--- src/rtl/uart_pkg.sv ---
// Shared UART types: transmitter state encoding, parity encodings and
// parameter legality check. The BRK state exists only with UART_TX_BREAK_EN.
package uart_pkg;

    typedef enum logic [2:0] {
        ST_IDLE,
        ST_START,
        ST_DATA,
        ST_PAR,
`ifdef UART_TX_BREAK_EN
        ST_STOP,
        ST_BRK
`else
        ST_STOP
`endif
    } uart_state_t;

    localparam int unsigned PAR_NONE = 0;
    localparam int unsigned PAR_ODD  = 1;
    localparam int unsigned PAR_EVEN = 2;

    // True when the frame format is one the transmitter supports.
    function automatic bit uart_cfg_ok(input int unsigned data_bits,
                                       input int unsigned parity,
                                       input int unsigned stop_bits);
        return (data_bits >= 32'd5) && (data_bits <= 32'd9) &&
               (parity <= PAR_EVEN) &&
               ((stop_bits == 32'd1) || (stop_bits == 32'd2));
    endfunction

endpackage

--- src/rtl/uart_tx_hold.sv ---
// One-entry valid/ready holding register. Captures on in_valid && in_ready,
// releases on take. block_nxt keeps in_ready low for the coming cycle.
module uart_tx_hold #(
    parameter int unsigned W = 8
) (
    input  logic         clk,
    input  logic         rst_n,
    input  logic         in_valid,
    input  logic [W-1:0] in_data,
    output logic         in_ready,
    input  logic         block_nxt,
    input  logic         take,
    output logic         full,
    output logic         full_nxt_c,
    output logic [W-1:0] out_data
);

    logic accept_c;

    // Occupancy after this edge: a take empties, an accept fills.
    always_comb begin
        accept_c   = in_valid && in_ready;
        full_nxt_c = (full && !take) || accept_c;
    end

    // Occupancy, ready flag and captured word.
    always_ff @(posedge clk or negedge rst_n) begin
        if (!rst_n) begin
            full     <= 1'b0;
            in_ready <= 1'b1;
            out_data <= '0;
        end else begin
            full     <= full_nxt_c;
            in_ready <= !full_nxt_c && !block_nxt;
            if (accept_c) begin
                out_data <= in_data;
            end
        end
    end

endmodule

--- src/rtl/uart_tx_frame.sv ---
// Parametrised UART transmitter: start, DATA_BITS LSB-first, optional parity,
// 1 or 2 stop bits, back-to-back frames from a one-entry holding register.
// Optional line break: define UART_TX_BREAK_EN to add the brk port.
module uart_tx_frame
    import uart_pkg::*;
#(
    parameter int unsigned DATA_BITS = 8,
    parameter int unsigned PARITY    = 0,
    parameter int unsigned STOP_BITS = 1
) (
    input  logic                 clk,
    input  logic                 rst_n,
    input  logic                 tick,
    input  logic                 s_valid,
    input  logic [DATA_BITS-1:0] s_data,
    output logic                 s_ready,
    output logic                 tx,
`ifdef UART_TX_BREAK_EN
    input  logic                 brk,
`endif
    output logic                 busy
);

    localparam int unsigned CNT_W = $clog2(DATA_BITS);

    // Reject unsupported frame formats at elaboration.
    generate
        if (!uart_cfg_ok(DATA_BITS, PARITY, STOP_BITS)) begin : g_cfg_err
            $error("uart_tx_frame: unsupported DATA_BITS/PARITY/STOP_BITS");
        end
    endgenerate

    uart_state_t          state_q, state_d;
    logic [CNT_W-1:0]     cnt_q, cnt_d;
    logic [DATA_BITS-1:0] sh_q, sh_d;
    logic                 par_q, par_d;
    logic                 tx_d;
    logic                 busy_d;
    logic                 load_c;
    logic                 block_nxt_c;
    logic                 hold_full;
    logic                 hold_full_nxt;
    logic [DATA_BITS-1:0] hold_data;

    uart_tx_hold #(.W(DATA_BITS)) u_hold (
        .clk        (clk),
        .rst_n      (rst_n),
        .in_valid   (s_valid),
        .in_data    (s_data),
        .in_ready   (s_ready),
        .block_nxt  (block_nxt_c),
        .take       (load_c),
        .full       (hold_full),
        .full_nxt_c (hold_full_nxt),
        .out_data   (hold_data)
    );

    // Next state, line level and datapath; everything moves only on tick.
    always_comb begin
        state_d = state_q;
        cnt_d   = cnt_q;
        sh_d    = sh_q;
        par_d   = par_q;
        tx_d    = tx;
        load_c  = 1'b0;
        if (tick) begin
            case (state_q)
                ST_IDLE: begin
                    tx_d = 1'b1;
`ifdef UART_TX_BREAK_EN
                    if (brk) begin
                        state_d = ST_BRK;
                        tx_d    = 1'b0;
                    end else
`endif
                    if (hold_full) begin
                        load_c = 1'b1;
                    end
                end
                ST_START: begin
                    tx_d    = sh_q[0];
                    sh_d    = sh_q >> 1;
                    state_d = ST_DATA;
                end
                ST_DATA: begin
                    if (cnt_q == CNT_W'(DATA_BITS - 1)) begin
                        cnt_d = '0;
                        if (PARITY != PAR_NONE) begin
                            state_d = ST_PAR;
                            tx_d    = par_q;
                        end else begin
                            state_d = ST_STOP;
                            tx_d    = 1'b1;
                        end
                    end else begin
                        cnt_d = cnt_q + CNT_W'(1);
                        tx_d  = sh_q[0];
                        sh_d  = sh_q >> 1;
                    end
                end
                ST_PAR: begin
                    state_d = ST_STOP;
                    cnt_d   = '0;
                    tx_d    = 1'b1;
                end
                ST_STOP: begin
                    if (cnt_q == CNT_W'(STOP_BITS - 1)) begin
                        if (hold_full) begin
                            load_c = 1'b1;
                        end else begin
                            state_d = ST_IDLE;
                            tx_d    = 1'b1;
                        end
                    end else begin
                        cnt_d = cnt_q + CNT_W'(1);
                    end
                end
`ifdef UART_TX_BREAK_EN
                ST_BRK: begin
                    if (!brk) begin
                        state_d = ST_IDLE;
                        tx_d    = 1'b1;
                    end
                end
`endif
                default: begin
                    state_d = ST_IDLE;
                    tx_d    = 1'b1;
                end
            endcase
            // Frame load from the holding register: start bit goes out now.
            if (load_c) begin
                state_d = ST_START;
                tx_d    = 1'b0;
                cnt_d   = '0;
                sh_d    = hold_data;
                par_d   = (^hold_data) ^ (PARITY == PAR_ODD);
            end
        end
`ifdef UART_TX_BREAK_EN
        block_nxt_c = (state_d == ST_BRK);
`else
        block_nxt_c = 1'b0;
`endif
        busy_d = (state_d != ST_IDLE) || hold_full_nxt;
    end

    // State, datapath and registered outputs.
    always_ff @(posedge clk or negedge rst_n) begin
        if (!rst_n) begin
            state_q <= ST_IDLE;
            cnt_q   <= '0;
            sh_q    <= '0;
            par_q   <= 1'b0;
            tx      <= 1'b1;
            busy    <= 1'b0;
        end else begin
            state_q <= state_d;
            cnt_q   <= cnt_d;
            sh_q    <= sh_d;
            par_q   <= par_d;
            tx      <= tx_d;
            busy    <= busy_d;
        end
    end

endmodule

--- config.mk ---
export PLATFORM = sky130hd
export DESIGN_NAME = uart_tx_frame
export DESIGN_NICKNAME = d
export VERILOG_FILES = /design/src/rtl/uart_pkg.sv /design/src/rtl/uart_tx_hold.sv /design/src/rtl/uart_tx_frame.sv
export SDC_FILE = /design/constraint.sdc
export NUM_CORES = 1
export LEC_CHECK = 0
export CAP_MARGIN = 10
export CELL_PAD_IN_SITES_DETAIL_PLACEMENT = 1
export CELL_PAD_IN_SITES_GLOBAL_PLACEMENT = 2
export CORE_UTILIZATION = 34
export CTS_BUF_LIST = sky130_fd_sc_hd__clkbuf_16
export DETAILED_ROUTE_END_ITERATION = 10
export PLACE_DENSITY = 0.82
export SLEW_MARGIN = 0
export SYNTH_ARGS = -nofsm -noshare
export SYNTH_HDL_FRONTEND = slang
export SYNTH_HIERARCHICAL = 1
export SYNTH_SLANG_ARGS = --single-unit
--- constraint.sdc ---
create_clock -name clk -period 2.19 [get_ports clk]
set_clock_uncertainty 0.2 [all_clocks]
set_input_delay 0.438 -clock clk [delete_from_list [all_inputs] [get_ports clk]]
set_output_delay 0.438 -clock clk [all_outputs]
set_load 0.02 [all_outputs]
==> impl_metrics.ini <==
[worst_setup_path]
timing.rr.end = sh_q[4]$_DFFE_PN0P_
r2r_setup_slack_ps = -40
cp_max_fo = 6
end_kind = register
path_class = reg2reg
critPathRequiredTime_ps = 2140
reg2reg_from = cnt_q[1]$_DFFE_PN0P_
start_kind = register
reg2regPathDepth = 7
arrival_ps = 2180

[clocking]
clockRootBuffer = clkbuf_16
clk_pin_slew_ps = 70
htree_levels = 1
clock-sinks = 26
cts_inserted_buffers = 3
clockBufferDepth = 2
insertion_delay_ps = 260
cts_tree = done

[yosys]
synth_ff_type = dfrtp_1
yosys_warnings = 6
synth_cell_types = 40
synth_edf_count = 0
synth_compound_area_share_pct = 12.0
synth_area_leaders = dfrtp_1 (44%), mux2_2 (9.1%), mux2_4 (7.7%), mux2_1 (5.0%), dfstp_2 (3.9%)
synthMuxAreaShare_pct = 21.8
synthCells = 109
yosys.area_share.simple_pct = 9.21
syn-num-nets = 124
seq_area_frac_synth_pct = 48.1
syn_area_um2 = 1360
syn_area_per_cell_um2 = 12.5
synth_top_family_by_area = multiplexers
synth_top_area_share_pct = 44.2
synth_fa_ha_area_share_pct = 2.76
ys_ff_latch = 26
synth_xor_area_share_pct = 0
async_reset_ff_share_pct = 100
synth_top_cell_by_area = dfrtp_1

[floorplan]
ios = 15
core-area_um2 = 3740
die_height_um = 65.2
fp.dieW_um = 65.2
dieArea_um2 = 4250
initial_utilization_pct = 36.3
rows = 22

[cells_and_area]
layout.nets = 158
drive_gt1_share_pct = 44.4
final_common_cell = dfrtp_1
final_cell_mix = dfrtp_1 (24), buf_4 (17), clkdlybuf4s50_1 (14), mux2_2 (11), mux2_4 (11)
area_growth_pct = 36.6
diodes = 0

[flow_run]
drv_cap = 0

[detailed_routing]
drt_iter0_drc = 15
vias_per_cell = 5.16
vias = 980
drc = 0
routed_wl_mm = 3.22
dr.pass1.iters = 4
antenna_left = 0
wl_per_cell_um = 17.0

[place]
hpwlAfterDp_mm = 2.29
routabilityCongestion = 0.834
io_buffers = 14

[run_status]
status = complete, but fails checks
violations = negative setup slack

[hold_path]
min_path_type = reg2reg
hold_end = sh_q[3]$_DFFE_PN0P_
holdPathStages = 1
min_from = sh_q[3]$_DFFE_PN0P_

[timing]
fmax_mhz = 448
finalHoldViolCount = 0
rsz0062_at_grt = true
holdWs_ps = 309
finalMaxSlewViolations = 0
min_period_ps = 2230
finalWorstSetupSlack_ps = -40.8
setup_viol = 8
fin_crit_sh_pct = 102

[grt]
grt_pass1_wl_mm = 5.40
antenna_found_initial = 0
gr-total-overflow = 0
grt_use_total_pct = 17.3
grt_max_degree = 27
grt_pass1_vias = 1104

[power]
power_density_nw_per_um2 = 1530
finalPower_mw = 2.85
p_leak_nw = 0.839
ir_drop_v = 0.000747
report_power, final:
part | leakage (nW) | total, mW | internal, mW | switching, mW
Sequential | 0.317 | 0.867 | 0.710 | 0.157
Clock | 0.0511 | 0.535 | 0.364 | 0.172
Combinational | 0.471 | 1.44 | 0.849 | 0.596
Total | 0.839 | 2.85 | 1.92 | 0.925
critical path, stage by stage (launching register included):
cell     delay (ps)
dfrtp_1         400
ha_2            200
ha_4            160
or4b_4          500
nand2_2          80
o21a_4          150
buf_12          120
mux2_4          300
synth_stat cells, drive strengths merged, types with 2 or more instances:
| cell | count |
|---|---|
| buf | 5 |
| nand2 | 3 |
| nor2b | 2 |
| a211oi | 2 |
| mux2 | 24 |
| nand2b | 2 |
| dfrtp | 24 |
| inv | 9 |
| nand3 | 2 |
| or2 | 2 |
| nor2 | 3 |
| o21ai | 5 |
| ha | 3 |
| dfstp | 2 |
| a21oi | 2 |
| a21o | 2 |
registers in the layout, indices dropped and copies added (netlist names):
| name | count |
|---|---|
| tx | 1 |
| state_q | 3 |
| u_hold/full | 1 |
| busy | 1 |
| sh_q | 8 |
| u_hold/in_ready | 1 |
| cnt_q | 3 |
| u_hold/out_data | 8 |
final cells by class:
cell class / count / area (um2)
Sequential cell: 26 / 653
Fill cell: 405 / 1890
Tap cell: 48 / 60.1
Multi-Input combinational cell: 69 / 692
Timing Repair Buffer: 34 / 310
Clock inverter: 1 / 30.0
Inverter: 9 / 36.3
Clock buffer: 3 / 75.1
routing by layer:
| layer | wire length (um) | track usage [%] |
|---|---|---|
| met1 | 1270 | 19.2 |
| met2 | 1850 | 33.2 |
| met3 | 81 | 3.30 |
| met4 | 25 | 4.08 |
| met5 | 0 | 0 |
cells by family after synthesis:
kind of cell    count (synthesis)
fa+ha+maj                       3
mux                            24
simple gates                   20
other cells                     1
buf+inv                        14
flops                          26
compound gates                 21
worst max-delay path by stage:
stage | from | end | depth (start not counted)
floorplan | state_q[1]$_DFF_PN0_ | busy$_DFF_PN0_ | 7
global placement | tick | busy$_DFF_PN0_ | 5
detailed placement | cnt_q[1]$_DFFE_PN0P_ | sh_q[6]$_DFFE_PN0P_ | 7
CTS | cnt_q[1]$_DFFE_PN0P_ | busy$_DFF_PN0_ | 8
global route | cnt_q[1]$_DFFE_PN0P_ | sh_q[4]$_DFFE_PN0P_ | 7
finish | cnt_q[1]$_DFFE_PN0P_ | sh_q[4]$_DFFE_PN0P_ | 7
metrics by stage:
step | util, % | setup TNS, ps | instance area (um2) | setup slack (ps) | instances
final | 49.6 | -220 | 1860 | -40.8 | 190
after CTS | 49.5 | -250 | 1850 | -45.6 | 190
after floorplan | - | -39.9 | 1360 | -39.9 | 109
after global placement | 44.4 | -659 | 1660 | -149 | 184
after global routing | 49.6 | -569 | 1860 | -81.8 | 190
after detailed placement | 44.4 | -1310 | 1660 | -172 | 184
what timing repair did:
item                       CTS  global route
setup endpoints to repair    9            10
resized for setup           20             2
setup buffers                2             0
pin swaps                    3             1
hold buffers                 0             0
No activity file was read; power rests on OpenSTA's default activity.
